--- src/rtl/rx_sipo_pkg.sv ---
// Shared definitions for the UART receive path: FSM state encoding,
// default frame geometry and the bit positions of each frame field.
package uart_rx_pkg;

    typedef enum logic [1:0] {
        ST_IDLE  = 2'd0,
        ST_START = 2'd1,
        ST_DATA  = 2'd2
    } rx_state_e;

    localparam int FRAME_BITS = 11;
    localparam int OVERSAMPLE = 16;

    // Field positions inside DataParl; the start bit is received first
    localparam int START_IDX = 10;
    localparam int DATA_HI   = 9;
    localparam int DATA_LO   = 2;
    localparam int PAR_IDX   = 1;
    localparam int STOP_IDX  = 0;

endpackage

--- src/rtl/rx_sipo_if.sv ---
// Frame hand-off from the serial front end to the deframing stage.
interface rx_sipo_if #(
    parameter int FRAME_BITS = uart_rx_pkg::FRAME_BITS
);

    logic [FRAME_BITS-1:0] DataParl;
    logic                  RecievedFlag;
    logic                  RxBusy;

    modport master (
        output DataParl,
        output RecievedFlag,
        output RxBusy
    );

    modport slave (
        input DataParl,
        input RecievedFlag,
        input RxBusy
    );

endinterface

--- src/rtl/rx_sipo_sync.sv ---
// Two-flop synchroniser for a single asynchronous input; both flops reset
// to RESET_VAL so the line looks idle straight out of reset.
module rx_sync #(
    parameter logic RESET_VAL = 1'b1
) (
    input  logic clk,
    input  logic rst_n,
    input  logic d,
    output logic q
);

    logic meta_d, meta_q;
    logic sync_d, sync_q;

    always_comb begin
        meta_d = d;
        sync_d = meta_q;
    end

    // NOTE: sequential state uses non-blocking assignments so every flop samples pre-edge values.
    always_ff @(posedge clk or negedge rst_n) begin
        if (!rst_n) begin
            meta_q <= RESET_VAL;
            sync_q <= RESET_VAL;
        end else begin
            meta_q <= meta_d;
            sync_q <= sync_d;
        end
    end

    assign q = sync_q;

endmodule

--- src/rtl/rx_sipo.sv ---
// UART receive front end: start-bit validation with oversampling, mid-bit
// sampling of the whole frame and a level flag for the completed frame.
module rx_sipo
    import uart_rx_pkg::*;
#(
    parameter int OVERSAMPLE = uart_rx_pkg::OVERSAMPLE,
    parameter int FRAME_BITS = uart_rx_pkg::FRAME_BITS
) (
    input  logic           Clk,
    input  logic           ResetN,
    input  logic           BaudTick,
    input  logic           RxIn,
    rx_sipo_if.master      rx_o
);

    localparam int TCNT_W = $clog2(OVERSAMPLE);
    localparam int BCNT_W = $clog2(FRAME_BITS);

    localparam logic [TCNT_W-1:0] HALF_LAST = TCNT_W'(OVERSAMPLE / 2 - 1);
    localparam logic [TCNT_W-1:0] TICK_LAST = TCNT_W'(OVERSAMPLE - 1);
    localparam logic [BCNT_W-1:0] BIT_LAST  = BCNT_W'(FRAME_BITS - 1);

    logic rxs;

    rx_sync #(
        .RESET_VAL (1'b1)
    ) u_rx_sync (
        .clk   (Clk),
        .rst_n (ResetN),
        .d     (RxIn),
        .q     (rxs)
    );

    rx_state_e             state_d, state_q;
    logic [TCNT_W-1:0]     tcnt_d,  tcnt_q;
    logic [BCNT_W-1:0]     bcnt_d,  bcnt_q;
    logic [FRAME_BITS-1:0] sh_d,    sh_q;
    logic [FRAME_BITS-1:0] data_d,  data_q;
    logic                  flag_d,  flag_q;
    logic                  busy_d,  busy_q;

    // NOTE: every always_comb output gets a hold default first, so no path can infer a latch.
    always_comb begin
        state_d = state_q;
        tcnt_d  = tcnt_q;
        bcnt_d  = bcnt_q;
        sh_d    = sh_q;
        data_d  = data_q;
        flag_d  = flag_q;

        if (BaudTick) begin
            case (state_q)
                ST_IDLE: begin
                    if (!rxs) begin
                        state_d = ST_START;
                        tcnt_d  = '0;
                    end
                end

                ST_START: begin
                    if (tcnt_q == HALF_LAST) begin
                        if (!rxs) begin
                            sh_d    = {sh_q[FRAME_BITS-2:0], 1'b0};
                            bcnt_d  = BCNT_W'(1);
                            tcnt_d  = '0;
                            flag_d  = 1'b0;
                            state_d = ST_DATA;
                        end else begin
                            // Line went back high before mid-bit: a glitch, not a start
                            state_d = ST_IDLE;
                        end
                    end else begin
                        tcnt_d = tcnt_q + TCNT_W'(1);
                    end
                end

                ST_DATA: begin
                    if (tcnt_q == TICK_LAST) begin
                        tcnt_d = '0;
                        sh_d   = {sh_q[FRAME_BITS-2:0], rxs};
                        if (bcnt_q == BIT_LAST) begin
                            // Leave mid-stop-bit so a back-to-back start edge is not missed
                            data_d  = {sh_q[FRAME_BITS-2:0], rxs};
                            flag_d  = 1'b1;
                            bcnt_d  = '0;
                            state_d = ST_IDLE;
                        end else begin
                            bcnt_d = bcnt_q + BCNT_W'(1);
                        end
                    end else begin
                        tcnt_d = tcnt_q + TCNT_W'(1);
                    end
                end

                default: state_d = ST_IDLE;
            endcase
        end

        busy_d = (state_d != ST_IDLE);
    end

    // NOTE: the shift register is reset too, so a frame never carries stale bits from before reset.
    always_ff @(posedge Clk or negedge ResetN) begin
        if (!ResetN) begin
            state_q <= ST_IDLE;
            tcnt_q  <= '0;
            bcnt_q  <= '0;
            sh_q    <= '1;
            data_q  <= '1;
            flag_q  <= 1'b0;
            busy_q  <= 1'b0;
        end else begin
            state_q <= state_d;
            tcnt_q  <= tcnt_d;
            bcnt_q  <= bcnt_d;
            sh_q    <= sh_d;
            data_q  <= data_d;
            flag_q  <= flag_d;
            busy_q  <= busy_d;
        end
    end

    assign rx_o.DataParl     = data_q;
    assign rx_o.RecievedFlag = flag_q;
    assign rx_o.RxBusy       = busy_q;

endmodule

--- src/flat_wrapper.sv ---
// flat-port wrapper written by rule: the top's interface ports become plain ports
module rx_sipo_flat import uart_rx_pkg::*;
#(
    parameter int OVERSAMPLE = uart_rx_pkg::OVERSAMPLE,
    parameter int FRAME_BITS = uart_rx_pkg::FRAME_BITS
)
  (Clk, ResetN, BaudTick, RxIn, rx_o_DataParl, rx_o_RecievedFlag, rx_o_RxBusy);
  rx_sipo_if #(.FRAME_BITS(FRAME_BITS)) rx_o_i ();
  input  logic Clk;
  input  logic ResetN;
  input  logic BaudTick;
  input  logic RxIn;
  output wire logic [$bits(rx_o_i.DataParl)-1:0] rx_o_DataParl;
  output wire logic [$bits(rx_o_i.RecievedFlag)-1:0] rx_o_RecievedFlag;
  output wire logic [$bits(rx_o_i.RxBusy)-1:0] rx_o_RxBusy;
  assign rx_o_DataParl = rx_o_i.DataParl;
  assign rx_o_RecievedFlag = rx_o_i.RecievedFlag;
  assign rx_o_RxBusy = rx_o_i.RxBusy;
  rx_sipo #(.OVERSAMPLE(OVERSAMPLE), .FRAME_BITS(FRAME_BITS)) u_core (.Clk(Clk), .ResetN(ResetN), .BaudTick(BaudTick), .RxIn(RxIn), .rx_o(rx_o_i));
endmodule
--- config.mk ---
export PLATFORM = sky130hd
export DESIGN_NAME = rx_sipo_flat
export DESIGN_NICKNAME = d
export VERILOG_FILES = /design/src/rtl/rx_sipo_pkg.sv /design/src/rtl/rx_sipo_if.sv /design/src/rtl/rx_sipo_sync.sv /design/src/rtl/rx_sipo.sv /design/src/flat_wrapper.sv
export SDC_FILE = /design/constraint.sdc
export NUM_CORES = 1
export LEC_CHECK = 0
export CAP_MARGIN = 20
export CORE_MARGIN = 8
export CORE_UTILIZATION = 41
export DETAILED_ROUTE_END_ITERATION = 12
export GPL_ROUTABILITY_DRIVEN = 0
export SYNTH_ARGS = -nofsm -noshare
export SYNTH_HDL_FRONTEND = slang
export SYNTH_SLANG_ARGS = --single-unit
--- constraint.sdc ---
create_clock -name Clk -period 3.1 [get_ports Clk]
set_input_delay 0.62 -clock Clk [delete_from_list [all_inputs] [get_ports Clk]]
set_output_delay 0.62 -clock Clk [all_outputs]
set_load 0.02 [all_outputs]
After elaboration in Yosys (flattened, before gate mapping):

Cells that the tools add are included.
Widths: inputs -> output; s select.

* add/subtract/negate cells: 2
* eq/ne operators: 9
* muxes and demuxes: 25
* reduce and logical (&&, ||, !) cells: 8

Operators with widths (count)
* $mux 10: 3
* $mux 4: 7
* $pmux 10 s2: 1
* $mux 2: 6
* $pmux 4 s3: 1
* $add 4x1->4 const B: 2
* $eq 4x4->1 const B: 2
* $pmux 4 s2: 1
* $ne 2x1->1 const B: 3
* $pmux 2 s3: 1
* $reduce_and 6->1: 1
* $reduce_and 5->1: 1
* $eq 4x3->1 const B: 1
* $mux 1: 4
* $reduce_and 4->1: 1
* $reduce_bool 2->1: 2
* $reduce_bool 3->1: 1
* $eq 2x1->1 const B: 1
* $eq 2x2->1 const B: 1
* $logic_not 2->1: 1
* $ne 2x2->1 const B: 1
* $pmux 1 s2: 1
* $reduce_and 2->1: 1

* register bits after elaboration: 35
* input bits: 4
* word-level logic and storage cells: 53

Depth between registers and ports, before layout:

Gate-level depths: netlist of the first run.

* depth in word-level cells: 6
* depth in mapped cells: 8
* gate-level depth less buffers: 6

Modules after synthesis:

A second synthesis of the first run with hierarchy kept.

* cell total of the unflattened synthesis: 140
* area total of the unflattened synthesis: 1756.7 µm²

By module, submodules not included
* rx_sipo: instances 1, cells each 138, area an instance 1704.1 µm², seq. area each 852.1 µm²
* rx_sync: instances 1, cells each 2, area an instance 52.6 µm², seq. area each 52.6 µm²

Worst setup path before layout of the first run:

No wires, ideal clock.

* kind: reg2reg
* start: register u_core.state_q[1]
* end: register u_core.sh_q[2]
* arrival time: 1974 ps
* path slack: 1044 ps
* cell stages (with the launch flop): 8
* buffers on the path: 2
* period minus slack after synthesis: 2056 ps
* cells stage by stage: dfrtp_1 -> inv_1 -> ha_1 -> or4b_1 -> buf_2 -> a21oi_4 -> buf_6 -> mux2_4

* longest elaborated chain between the ends: 3
* elaborated cells on any way between the ends: 8
* those cells by class: eq/ne: 5; mux: 1; reduce/logical: 2

RTL lines
* start, declared: line rx_sipo.sv:34 `rx_state_e state_d, state_q;`
* start signal, assigned: line rx_sipo.sv:113 `state_q <= state_d;`
* $eq 2x2->1 or $eq 2x1->1 (tied branches): line rx_sipo.sv:52 `case (state_q)`
* $ne 2x1->1 (no line) (tied with other cells)
* $reduce_and 5->1 (no line)
* end signal, assigned: line rx_sipo.sv:108 `sh_q <= '1;`
* end signal, assigned: line rx_sipo.sv:116 `sh_q <= sh_d;`
* end, declared: line rx_sipo.sv:37 `logic [FRAME_BITS-1:0] sh_d, sh_q;`

Parallel ways exist; a longest one is shown, timed or not.
A chain may end at the register's enable or synchronous reset.

Worst setup path in the final report of the first run:

* start: register u_core.state_q[1]
* end: register u_core.bcnt_q[1]

* longest elaborated chain between the ends: 3
* elaborated cells on any way between the ends: 8
* those cells by class: eq/ne: 5; mux: 1; reduce/logical: 2

RTL lines
* $eq 2x2->1 or $eq 2x1->1 (tied branches): line rx_sipo.sv:52
* $ne 2x1->1 (no line) (tied with other cells)
* $reduce_and 5->1 (no line)
* end signal, assigned: line rx_sipo.sv:115 `bcnt_q <= bcnt_d;`
* end, declared: line rx_sipo.sv:36 `logic [BCNT_W-1:0] bcnt_d, bcnt_q;`

Parallel ways exist; a longest one is shown, timed or not.

==> results of run 1 <==
-- metal layers --
layer,routed length (um),vias to the layer above,share of wire
li1,-,546,-
met1,1470,543,0.47
met2,1400,26,0.45
met3,186,6,0.060
met4,41,0,0.013
met5,0,-,0
-- registers in the layout, indices dropped and copies added, names as in the netlist --
signal	count
u_core.rx_o.DataParl	11
u_core.sh_q	10
u_core.bcnt_q	4
u_core.tcnt_q	4
u_core.state_q	2
u_core.rx_o.RecievedFlag	1
u_core.rx_o.RxBusy	1
u_core.u_rx_sync.meta_q	1
u_core.u_rx_sync.q	1
-- placed cells by master (no fill, tap or decap), drive strengths merged, types with 2 or more instances in the layout --
master	Yosys	routed
buf	5	2
nand2b	2	2
o21ai	7	7
a211oi	2	2
nand3	6	6
mux2	22	22
a21oi	8	8
clkdlybuf4s50	0	16
nor3b	3	3
clkinvlp	0	2
clkbuf	3	5
inv	5	5
ha	7	7
nand2	9	9
nor2	6	6
xnor2	2	2
dfstp	23	23
dfrtp	12	12
nand3b	3	3
nor3	4	4
-- power by group through the flow --
stage | clock network (mW) | logic, mW | registers [mW]
2_1_floorplan | 0 | 0.147 | 0.521
3_3_place_gp | 0 | 0.196 | 0.519
3_5_place_dp | 0 | 0.204 | 0.521
4_1_cts | 0.330 | 0.205 | 0.514
5_1_grt | 0.352 | 0.228 | 0.517
6_report | 0.318 | 0.205 | 0.514
-- worst max-delay path by stage --
stage,cells past startpoint,slack (ns),to
after floorplan,7,1.04,u_core.sh_q[2]
after global placement,4,0.65,u_core.bcnt_q[1]
after detailed placement,4,0.59,u_core.bcnt_q[1]
after CTS,5,0.65,u_core.bcnt_q[1]
after global routing,5,0.55,u_core.bcnt_q[1]
final,5,0.64,u_core.bcnt_q[1]
-- through the flow --
| step | hold slack, ns | instances | setup slack, ns |
|---|---|---|---|
| CTS | 0.359 | 212 | 0.648 |
| global route | 0.366 | 212 | 0.551 |
| finish | 0.358 | 212 | 0.640 |
| global placement | 0.346 | 204 | 0.653 |
| detailed placement | 0.349 | 204 | 0.587 |
| floorplan | 0.324 | 144 | 1.04 |
-- cell usage after synthesis, drive strengths merged, types with 4 or more instances --
cell | instances | area, sq um
dfstp | 23 | 604
inv | 5 | 18.8
nand2 | 9 | 33.8
nor2 | 6 | 22.5
dfrtp | 12 | 300
nor3 | 4 | 20.0
mux2 | 22 | 267
o21ai | 7 | 35.0
a21oi | 8 | 51.3
buf | 5 | 31.3
nand3 | 6 | 30.0
ha | 7 | 87.6
-- cell families (layout without fill, tap and decap cells) --
family                   Yosys count  in the layout  synth area share
AO/OA/AOI/OAI                     22             22            0.0839
XOR/XNOR                           2              2            0.0101
buffers and inverters             13             31            0.0355
AND/OR/NAND/NOR                   42             42             0.137
adder cells (fa/ha/maj)            7              7            0.0506
flip-flops                        35             35             0.523
multiplexers                      23             23             0.160
-- area by class of cell --
| type | count | share of cell area |
|---|---|---|
| clock buffer | 5 | 0.0341 |
| clock inverter | 3 | 0.00991 |
| inverter | 5 | 0.00929 |
| multi-input combinational | 96 | 0.381 |
| sequential | 35 | 0.448 |
| tap | 50 | 0.0310 |
| timing repair buffer | 18 | 0.0867 |
==> impl_results.rst, run 1 <==
.. list-table::
   :header-rows: 1

   * - Metric
     - Value
   * - Result of the run
     - completed
   * - GRT overflow
     - 0
   * - First-pass GRT wire length
     - 5.22 mm
   * - Worst-Margin Slew
     - 0.520 ns
   * - Path type of the worst setup path
     - reg2reg
   * - Share of total power in the clock network
     - 0.306
   * - Number of enable-type register cells in the synthesized netlist
     - 0
   * - Boundary Pins
     - 17
   * - Count of nets after finishing
     - 172
   * - Final count of pins violating max slew
     - 0
   * - Post-detailed-placement cell area
     - 1930 sq um
   * - Power after layout
     - 1.04 mW
   * - Floorplan Core Area
     - 4030 sq um
   * - Path depth of the worst reg2reg path
     - 5
   * - Number of buffers and inverters on the critical path
     - 1
   * - Number of instances in the synthesized netlist
     - 144
   * - Initial Utilization
     - 0.429
   * - DPL Wire Length
     - 2.12 mm
   * - Number of clock buffers inserted by TritonCTS
     - 5
   * - Maximum root-to-sink buffer count
     - 2
   * - Required time worst endpoint
     - 3.27 ns
   * - # diodes
     - 0
   * - Worst Setup SP
     - u_core.state_q[1]
   * - Hold Crit Start
     - u_core.u_rx_sync.meta_q
   * - Total negative slack
     - 0 ns
   * - HP Class
     - reg2reg
   * - Number of distinct library cells after synthesis
     - 36
   * - Layout cells sized above 1
     - 0.358
   * - Number of instances resized during post-cts repair
     - 0
   * - PD cells
     - 513 nW/um^2
   * - Synth warnings
     - 0
   * - Register cell area after layout
     - 905 sq um
   * - Total Routed Length
     - 3.09 mm
   * - Finish-stage setup viols
     - 0
   * - Sequential fraction of design power
     - 0.496
   * - Standby leakage power
     - 0.821 nW
   * - Final Cycle Share
     - 0.793
   * - Number of filler instances in the final layout
     - 364
   * - Cell row count
     - 23
   * - Depth of the worst hold-timing path
     - 0
   * - Kind of end point of the critical path
     - flop
   * - Area of combinational cells with multiple inputs
     - 769 sq um
   * - Global routing's busiest layer
     - met2
   * - Finished layout cell area
     - 2020 sq um
   * - Finished Core Util
     - 0.501
   * - Met3 track demand over resource
     - 0.0408
   * - Worst slew margin
     - 0.652
   * - Hold violation total from the final report
     - 0
   * - Startpoint of the most critical register-to-register path
     - u_core.state_q[1]
   * - Slowest library cell on the worst path
     - sky130_fd_sc_hd__or4b_1
   * - DIE AREA
     - 6550 sq um
   * - Unrepaired setup endpoints after global routing
     - false
   * - Die height
     - 80.9 um
   * - Syn avg cell area
     - 12.0 sq um
   * - Kind of cell with the highest combined delay on the critical path
     - simple AND/OR/NAND/NOR gates
   * - DRC
     - 0
   * - Via density
     - 5.29
   * - Max stage delay on crit path
     - 0.60 ns
   * - Endpoint of the most critical register-to-register path
     - u_core.bcnt_q[1]
   * - Switching fraction of total power
     - 0.290
   * - Met1 usage in global routing
     - 0.128
   * - Largest vdd supply drop
     - 0.000385 V
   * - DIE WIDTH
     - 80.9 um
   * - Worst-path fanout max
     - 15
   * - Power spent charging and discharging nets
     - 0.301 mW
   * - Post-DRT Antenna Nets
     - 0
   * - Pin count of the biggest net entering global routing
     - 36
   * - Synthesis-to-layout area growth
     - 16.8%
   * - Clock root buffer
     - sky130_fd_sc_hd__clkbuf_8
   * - Min Clock Period, post-route
     - 2.46 ns
   * - Clock Latency Late Sink
     - 0.28 ns
   * - TritonCTS clock tree
     - done
   * - Worst clock skew on the final layout
     - 0.00611 ns
   * - Clock slew at reported path FFs
     - 0.07 ns
   * - Syn_nets
     - 155
   * - Max-cap violations
     - 0
   * - Mapped cell area
     - 1730 sq um
   * - H-tree depth
     - 2
   * - Count of port buffers added during placement
     - 16
   * - Vias in the first global route
     - 1135
   * - Total global-route track usage
     - 0.102
   * - Highest clock frequency the design can meet
     - 407 MHz
   * - First drt pass iteration count
     - 4
   * - Register-to-register setup slack
     - 0.64 ns
   * - Crit start category
     - flop
   * - Crit path cell chain
     - inv_1 > ha_1 > or4b_1 > a21oi_4 > mux2_2
   * - Met2 Usage GRT
     - 0.155
   * - Vias after detailed routing
     - 1121
   * - Number of hold-repair buffers added at the cts stage
     - 0
   * - Sequential element share of the synthesized area
     - 0.523
   * - Internal power
     - 0.736 mW
   * - Gate power share
     - 0.198
   * - Clock sink total
     - 35
   * - Iteration-0 DRC Markers
     - 43
   * - Worst Hold Path EP
     - u_core.u_rx_sync.q
   * - Flip-flop and latch count after synthesis
     - 35
   * - Worst Path Arrival
     - 2.63 ns
   * - WL/cell
     - 14.6 um
   * - Number of antenna violations at the first check in global routing
     - 0
   * - Buffer count from post-CTS setup fixing
     - 0
   * - Async S/R FF share, synth
     - 1.00
   * - Synth Flop Type
     - sky130_fd_sc_hd__dfstp_2
Power figures use the tool's default switching activity.
==> run 2, diff against run 1 <==
==> constraint.sdc (replaced) <==
create_clock -name Clk -period 2.3 [get_ports Clk]
set_input_delay 0.46 -clock Clk [delete_from_list [all_inputs] [get_ports Clk]]
set_output_delay 0.46 -clock Clk [all_outputs]
set_load 0.02 [all_outputs]
==> run 2 against run 1 <==
Effect of this change:
- clock skew increased by 0.0033 ns
- clock power increased by 32%
- final area increased by 2.4%
- sequential cell count unchanged
- sequential share of layout area decreased by 1.0 points
- via count increased by 3.5%
- maximum frequency increased by 21%
- combinational power increased by 44%
- count of clock-buffer cells in the layout increased by 1
- die area unchanged
- highest routed layer unchanged
- utilization increased by 1.2 points
- critical endpoint is now u_core.sh_q[1]
==> impl_results.rst, run 2 (synthesis results as in run 1) <==
.. list-table::
   :header-rows: 1

   * - Metric
     - Value
   * - Result of the run
     - completed
   * - Post-detailed-placement cell area
     - 1980 sq um (+2.7%)
   * - Vias in the first global route
     - 1134 (-0.088%)
   * - Largest vdd supply drop
     - 0.000324 V (-16%)
   * - Register cell area after layout
     - 905 sq um (unchanged)
   * - Slowest library cell on the worst path
     - sky130_fd_sc_hd__or4b_1
   * - Clock sink total
     - 35 (unchanged)
   * - Finish-stage setup viols
     - 0 (unchanged)
   * - Via density
     - 5.30 (+0.17%)
   * - Commonest cells after routing, fill and taps aside
     - sky130_fd_sc_hd__dfstp_2, sky130_fd_sc_hd__mux2_2, sky130_fd_sc_hd__clkdlybuf4s50_1
   * - Count of nets after finishing
     - 179 (+4.1%)
   * - Worst clock skew on the final layout
     - 0.00940 ns (+0.00329 ns)
   * - Number of flip-flops under the largest register name
     - 11 (unchanged)
   * - Clock slew at reported path FFs
     - 0.07 ns (about the same)
   * - Crit start category
     - flop
   * - Area of combinational cells with multiple inputs
     - 769 sq um (unchanged)
   * - Number of instances resized during post-cts repair
     - 0 (unchanged)
   * - Total negative slack
     - 0 ns (unchanged)
   * - DIE AREA
     - 6550 sq um (unchanged)
   * - Worst Path Arrival
     - 2.25 ns (-0.38 ns)
   * - DIE WIDTH
     - 80.9 um (unchanged)
   * - Required time worst endpoint
     - 2.51 ns (-0.76 ns)
   * - DPL Wire Length
     - 2.23 mm (+5.1%)
   * - Maximum root-to-sink buffer count
     - 2 (unchanged)
   * - Number of filler instances in the final layout
     - 373 (+2.5%)
   * - Power after layout
     - 1.41 mW (+36%)
   * - Path type of the worst setup path
     - reg2reg
   * - HP Class
     - reg2reg
   * - Worst slew margin
     - 0.689 (+0.0362)
   * - Hold violation total from the final report
     - 0 (unchanged)
   * - H-tree depth
     - 2 (unchanged)
   * - Worst-path fanout max
     - 7 (-8)
   * - Pin count of the biggest net entering global routing
     - 36 (unchanged)
   * - Clock Latency Late Sink
     - 0.28 ns (about the same)
   * - Power spent charging and discharging nets
     - 0.399 mW (+33%)
   * - Number of clock buffers inserted by TritonCTS
     - 5 (unchanged)
   * - GRT overflow
     - 0 (unchanged)
   * - Max stage delay on crit path
     - 0.54 ns (-0.06 ns)
   * - Clock root buffer
     - sky130_fd_sc_hd__clkbuf_8
   * - Number of antenna violations at the first check in global routing
     - 0 (unchanged)
   * - Share of total power in the clock network
     - 0.299 (-0.007)
   * - Final count of pins violating max slew
     - 0 (unchanged)
   * - Number of hold-repair buffers added at the cts stage
     - 0 (unchanged)
   * - Crit path cell chain
     - inv_1 > ha_1 > or4b_1 > a21oi_4 > buf_4 > mux2_2
   * - Iteration-0 DRC Markers
     - 57 (+33%)
   * - Post-DRT Antenna Nets
     - 0 (unchanged)
   * - Register-to-register setup slack
     - 0.26 ns (-0.38 ns)
   * - Layout cells sized above 1
     - 0.379 (+0.0207)
   * - Total global-route track usage
     - 0.106 (+0.00364)
   * - Sequential fraction of design power
     - 0.491 (-0.005)
   * - Boundary Pins
     - 17 (unchanged)
   * - Setup slack after placement
     - 0.172 ns (-0.415 ns)
   * - Most common cell after layout, fill and taps aside
     - sky130_fd_sc_hd__dfstp_2
   * - Internal power
     - 1.01 mW (+37%)
   * - Initial Utilization
     - 0.429 (unchanged)
   * - Finished layout cell area
     - 2070 sq um (+2.4%)
   * - DRC
     - 0 (unchanged)
   * - WL/cell
     - 14.3 um (-2.2%)
   * - Max-cap violations
     - 0 (unchanged)
   * - Number of cells after detailed placement
     - 211 (+3.4%)
   * - Finished Core Util
     - 0.513 (+0.0118)
   * - Buffer count from post-CTS setup fixing
     - 0 (unchanged)
   * - Highest clock frequency the design can meet
     - 491 MHz (+21%)
   * - Final-layout worst hold slack
     - 0.360 ns (+0.00215 ns)
   * - Gate power share
     - 0.210 (+0.012)
   * - First drt pass iteration count
     - 4 (unchanged)
   * - Final worst slack
     - 0.263 ns (-0.378 ns)
   * - Standby leakage power
     - 0.863 nW (+5.0%)
   * - Min Clock Period, post-route
     - 2.04 ns (-0.422 ns)
   * - Final Cycle Share
     - 0.886 (+0.0923)
   * - PD cells
     - 682 nW/um^2 (+33%)
   * - Kind of end point of the critical path
     - flop
   * - Die height
     - 80.9 um (unchanged)
   * - Count of placed standard cells in the final layout, fillers left out
     - 219 (+3.3%)
   * - TritonCTS clock tree
     - done
   * - Worst-Margin Slew
     - 0.466 ns (-0.0541 ns)
   * - Cell row count
     - 23 (unchanged)
   * - Total Routed Length
     - 3.12 mm (+1.0%)
   * - Switching fraction of total power
     - 0.283 (-0.00720)
   * - Count of port buffers added during placement
     - 16 (unchanged)
   * - Synthesis-to-layout area growth
     - 19.5%
   * - First-pass GRT wire length
     - 5.44 mm (+4.2%)
   * - Floorplan Core Area
     - 4030 sq um (unchanged)
   * - # diodes
     - 0 (unchanged)
   * - Unrepaired setup endpoints after global routing
     - false
   * - Vias after detailed routing
     - 1160 (+3.5%)
-- run 2: final timing paths --
path	from	endpoint	cells past startpoint
max	u_core.state_q[0]	u_core.sh_q[1]	6
min	u_core.u_rx_sync.meta_q	u_core.u_rx_sync.q	0
max reg2reg	u_core.state_q[0]	u_core.sh_q[1]	6
min reg2reg	u_core.u_rx_sync.meta_q	u_core.u_rx_sync.q	0
max in group asynchronous	ResetN	u_core.u_rx_sync.q	2
min in group asynchronous	ResetN	u_core.state_q[1]	2
-- run 2: routing by layer --
layer | routed length, um | vias up | track usage
li1 | - | 562 | -
met4 | 46 | 0 | 0.0482
met5 | 0 | - | 0
met3 | 203 | 5 | 0.0375
met2 | 1380 | 26 | 0.148
met1 | 1500 | 567 | 0.144
-- run 2: final cells by class --
type,count,share of cell area
clock buffers,6,0.0351
repair buffers,25,0.110
flip-flops and latches,35,0.438
well taps,50,0.0303
inverters,5,0.00908
clock inverters,2,0.00545
multi-input cells,96,0.372
-- run 2: critical path: cells and delay by family (launching register included) --
family | cells | cell delay, ns
AO/OA/AOI/OAI | 1 | 0.18
multiplexers | 1 | 0.34
adder cells (fa/ha/maj) | 1 | 0.22
buffers and inverters | 2 | 0.30
AND/OR/NAND/NOR | 1 | 0.54
flip-flops | 1 | 0.38
-- run 2: power groups by stage --
| stage | Sequential [mW] | Combinational, mW | Clock (mW) |
|---|---|---|---|
| finish | 0.692 | 0.296 | 0.421 |
| CTS | 0.693 | 0.297 | 0.440 |
| floorplan | 0.703 | 0.198 | 0 |
| global placement | 0.701 | 0.289 | 0 |
| detailed placement | 0.703 | 0.295 | 0 |
| global route | 0.700 | 0.329 | 0.466 |
==> run 3, diff against run 2 <==
--- a/config.mk
+++ b/config.mk
@@ -6,10 +6,11 @@
 export NUM_CORES = 1
 export LEC_CHECK = 0
 export CAP_MARGIN = 20
-export CORE_MARGIN = 8
+export CORE_MARGIN = 4
 export CORE_UTILIZATION = 41
 export DETAILED_ROUTE_END_ITERATION = 12
 export GPL_ROUTABILITY_DRIVEN = 0
+export SLEW_MARGIN = 30
 export SYNTH_ARGS = -nofsm -noshare
 export SYNTH_HDL_FRONTEND = slang
 export SYNTH_SLANG_ARGS = --single-unit
==> run 3 against run 2 <==
Effect of this change:
- register-to-register slack about the same
- clock power shrank 2%
- hold slack worse by 0.0015 ns
- first-iteration DRC count fell by 21%
- count of clock-buffer cells in the layout fell by 1
- sequential share of layout area fell by 0.16 points
- power fell by 0.50%
- maximum frequency fell by 0.68%
- routed wire length down 2.5%
- utilization increased by 0.19 points
- largest cell class unchanged
==> impl_results.rst, run 3 (synthesis results as in run 1) <==
.. list-table::
   :header-rows: 1

   * - Metric
     - Value
   * - Largest vdd supply drop
     - 0.000457 V (+41%)
   * - Synthesis-to-layout area growth
     - 20.0%
   * - HP Class
     - reg2reg
   * - GRT overflow
     - 0 (unchanged)
   * - Standby leakage power
     - 0.870 nW (+0.81%)
   * - PD cells
     - 676 nW/um^2 (-0.86%)
   * - DPL Wire Length
     - 2.18 mm (-2.1%)
   * - Register-to-register setup slack
     - 0.25 ns (about the same)
   * - Total negative slack
     - 0 ns (unchanged)
   * - Number of flip-flops under the largest register name
     - 11 (unchanged)
   * - Final count of pins violating max slew
     - 0 (unchanged)
   * - Number of instances resized during post-cts repair
     - 0 (unchanged)
   * - Crit start category
     - flop
   * - Final Cycle Share
     - 0.892 (+0.00603)
   * - Number of clock buffers inserted by TritonCTS
     - 5 (unchanged)
   * - Met1 usage in global routing
     - 0.173 (+0.0293)
   * - Met2 Usage GRT
     - 0.195 (+0.0478)
   * - Max-cap violations
     - 0 (unchanged)
   * - Count of nets after finishing
     - 180 (+0.56%)
   * - Power after layout
     - 1.40 mW (-0.50%)
   * - First-pass GRT wire length
     - 5.33 mm (-2.0%)
   * - Global routing's busiest layer
     - met2
   * - Hold violation total from the final report
     - 0 (unchanged)
   * - Met3 track demand over resource
     - 0.0579 (+0.0203)
   * - Finish-stage setup viols
     - 0 (unchanged)
   * - Worst Path Arrival
     - 2.26 ns (about the same)
   * - Kind of cell with the highest combined delay on the critical path
     - simple AND/OR/NAND/NOR gates
   * - Kind of end point of the critical path
     - flop
   * - Min Clock Period, post-route
     - 2.05 ns (+0.0139 ns)
   * - Via density
     - 5.22 (-1.5%)
   * - Post-DRT Antenna Nets
     - 0 (unchanged)
   * - Iteration-0 DRC Markers
     - 45 (-21%)
   * - Number of hold-repair buffers added at the cts stage
     - 0 (unchanged)
   * - Floorplan Core Area
     - 4030 sq um (unchanged)
   * - Total global-route track usage
     - 0.132 (+0.0258)
   * - Count of port buffers added during placement
     - 16 (unchanged)
   * - First drt pass iteration count
     - 4 (unchanged)
   * - Clock Latency Late Sink
     - 0.28 ns (about the same)
   * - Buffer count from post-CTS setup fixing
     - 0 (unchanged)
   * - Unrepaired setup endpoints after global routing
     - false
   * - Required time worst endpoint
     - 2.51 ns (about the same)
   * - Result of the run
     - completed
   * - Most common cell after layout, fill and taps aside
     - sky130_fd_sc_hd__dfstp_2
   * - Total Routed Length
     - 3.05 mm (-2.5%)
   * - Number of antenna violations at the first check in global routing
     - 0 (unchanged)
   * - Max stage delay on crit path
     - 0.55 ns (about the same)
   * - Worst slew margin
     - 0.714 (+0.0257)
   * - Crit path cell chain
     - inv_1 > ha_1 > or4b_1 > a21oi_4 > buf_4 > mux2_2
   * - Finished layout cell area
     - 2070 sq um (+0.36%)
   * - Initial Utilization
     - 0.429 (unchanged)
   * - Cell row count
     - 23 (unchanged)
   * - Vias after detailed routing
     - 1148 (-1.0%)
   * - DIE AREA
     - 5320 sq um (-19%)
   * - Clock slew at reported path FFs
     - 0.07 ns (about the same)
   * - Clock sink total
     - 35 (unchanged)
   * - Final-layout worst hold slack
     - 0.358 ns (-0.00154 ns)
   * - Post-detailed-placement cell area
     - 1990 sq um (+0.38%)
   * - Worst-path fanout max
     - 4 (-3)
   * - Commonest cells after routing, fill and taps aside
     - sky130_fd_sc_hd__dfstp_2, sky130_fd_sc_hd__mux2_2, sky130_fd_sc_hd__clkdlybuf4s50_1
   * - Number of buffers and inverters on the critical path
     - 2 (unchanged)
   * - Maximum root-to-sink buffer count
     - 2 (unchanged)
   * - Clock root buffer
     - sky130_fd_sc_hd__clkbuf_8
   * - Path type of the worst setup path
     - reg2reg
   * - Worst clock skew on the final layout
     - 0.00586 ns (-0.00354 ns)
   * - DIE WIDTH
     - 72.9 um (-9.9%)
   * - WL/cell
     - 13.8 um (-3.0%)
   * - Vias in the first global route
     - 1143 (+0.79%)
   * - Worst-Margin Slew
     - 0.429 ns (-0.0376 ns)
   * - Slowest library cell on the worst path
     - sky130_fd_sc_hd__or4b_1
   * - Boundary Pins
     - 17 (unchanged)
   * - Pin count of the biggest net entering global routing
     - 36 (unchanged)
   * - TritonCTS clock tree
     - done
   * - # diodes
     - 0 (unchanged)
   * - Die height
     - 72.9 um (-9.9%)
   * - Layout cells sized above 1
     - 0.388 (+0.00954)
   * - DRC
     - 0 (unchanged)
   * - H-tree depth
     - 2 (unchanged)
   * - Highest clock frequency the design can meet
     - 488 MHz (-0.68%)
run 3: final cells by class:
type	instances	area (sq um)
Timing Repair Buffer	26	235
Tap cell	50	62.6
Clock inverter	3	15.0
Inverter	5	18.8
Sequential cell	35	905
Fill cell	379	1950
Multi-Input combinational cell	96	769
Clock buffer	5	68.8
run 3: path summary, 6_finish.rpt:
| check | endpoint | cells after the start | from |
|---|---|---|---|
| min in group asynchronous | u_core.state_q[1] | 2 | ResetN |
| worst max register to register | u_core.sh_q[9] | 6 | u_core.state_q[0] |
| worst min register to register | u_core.u_rx_sync.q | 0 | u_core.u_rx_sync.meta_q |
| worst max-delay path | u_core.sh_q[9] | 6 | u_core.state_q[0] |
| worst min-delay path | u_core.u_rx_sync.q | 0 | u_core.u_rx_sync.meta_q |
| max in group asynchronous | u_core.rx_o.DataParl[0] | 2 | ResetN |
run 3: worst reg2reg max path: stages, from the launching register on:
cell and delay (ns):
sky130_fd_sc_hd__dfrtp_1 0.39, sky130_fd_sc_hd__inv_1 0.11, sky130_fd_sc_hd__ha_1 0.22, sky130_fd_sc_hd__or4b_1 0.55, sky130_fd_sc_hd__a21oi_4 0.21, sky130_fd_sc_hd__buf_4 0.17
sky130_fd_sc_hd__mux2_2 0.33
run 3: layer usage:
metal	share of wire	vias to the layer above
met5	0	-
li1	-	564
met1	0.48	565
met4	0.0066	0
met3	0.051	2
met2	0.46	17
run 3: per-stage QoR:
| stage | std cells | setup slack [ns] | util |
|---|---|---|---|
| 2_1_floorplan | 144 | 0.244 | - |
| 3_3_place_gp | 212 | 0.186 | 0.494 |
| 3_5_place_dp | 212 | 0.146 | 0.494 |
| 4_1_cts | 220 | 0.236 | 0.515 |
| 5_1_grt | 220 | 0.174 | 0.515 |
| 6_report | 220 | 0.249 | 0.515 |
run 3: report_power, final:
part | total (mW) | internal, mW | switching (mW)
registers | 0.694 | 0.660 | 0.0343
logic | 0.297 | 0.140 | 0.157
clock network | 0.411 | 0.207 | 0.205
total | 1.40 | 1.01 | 0.396
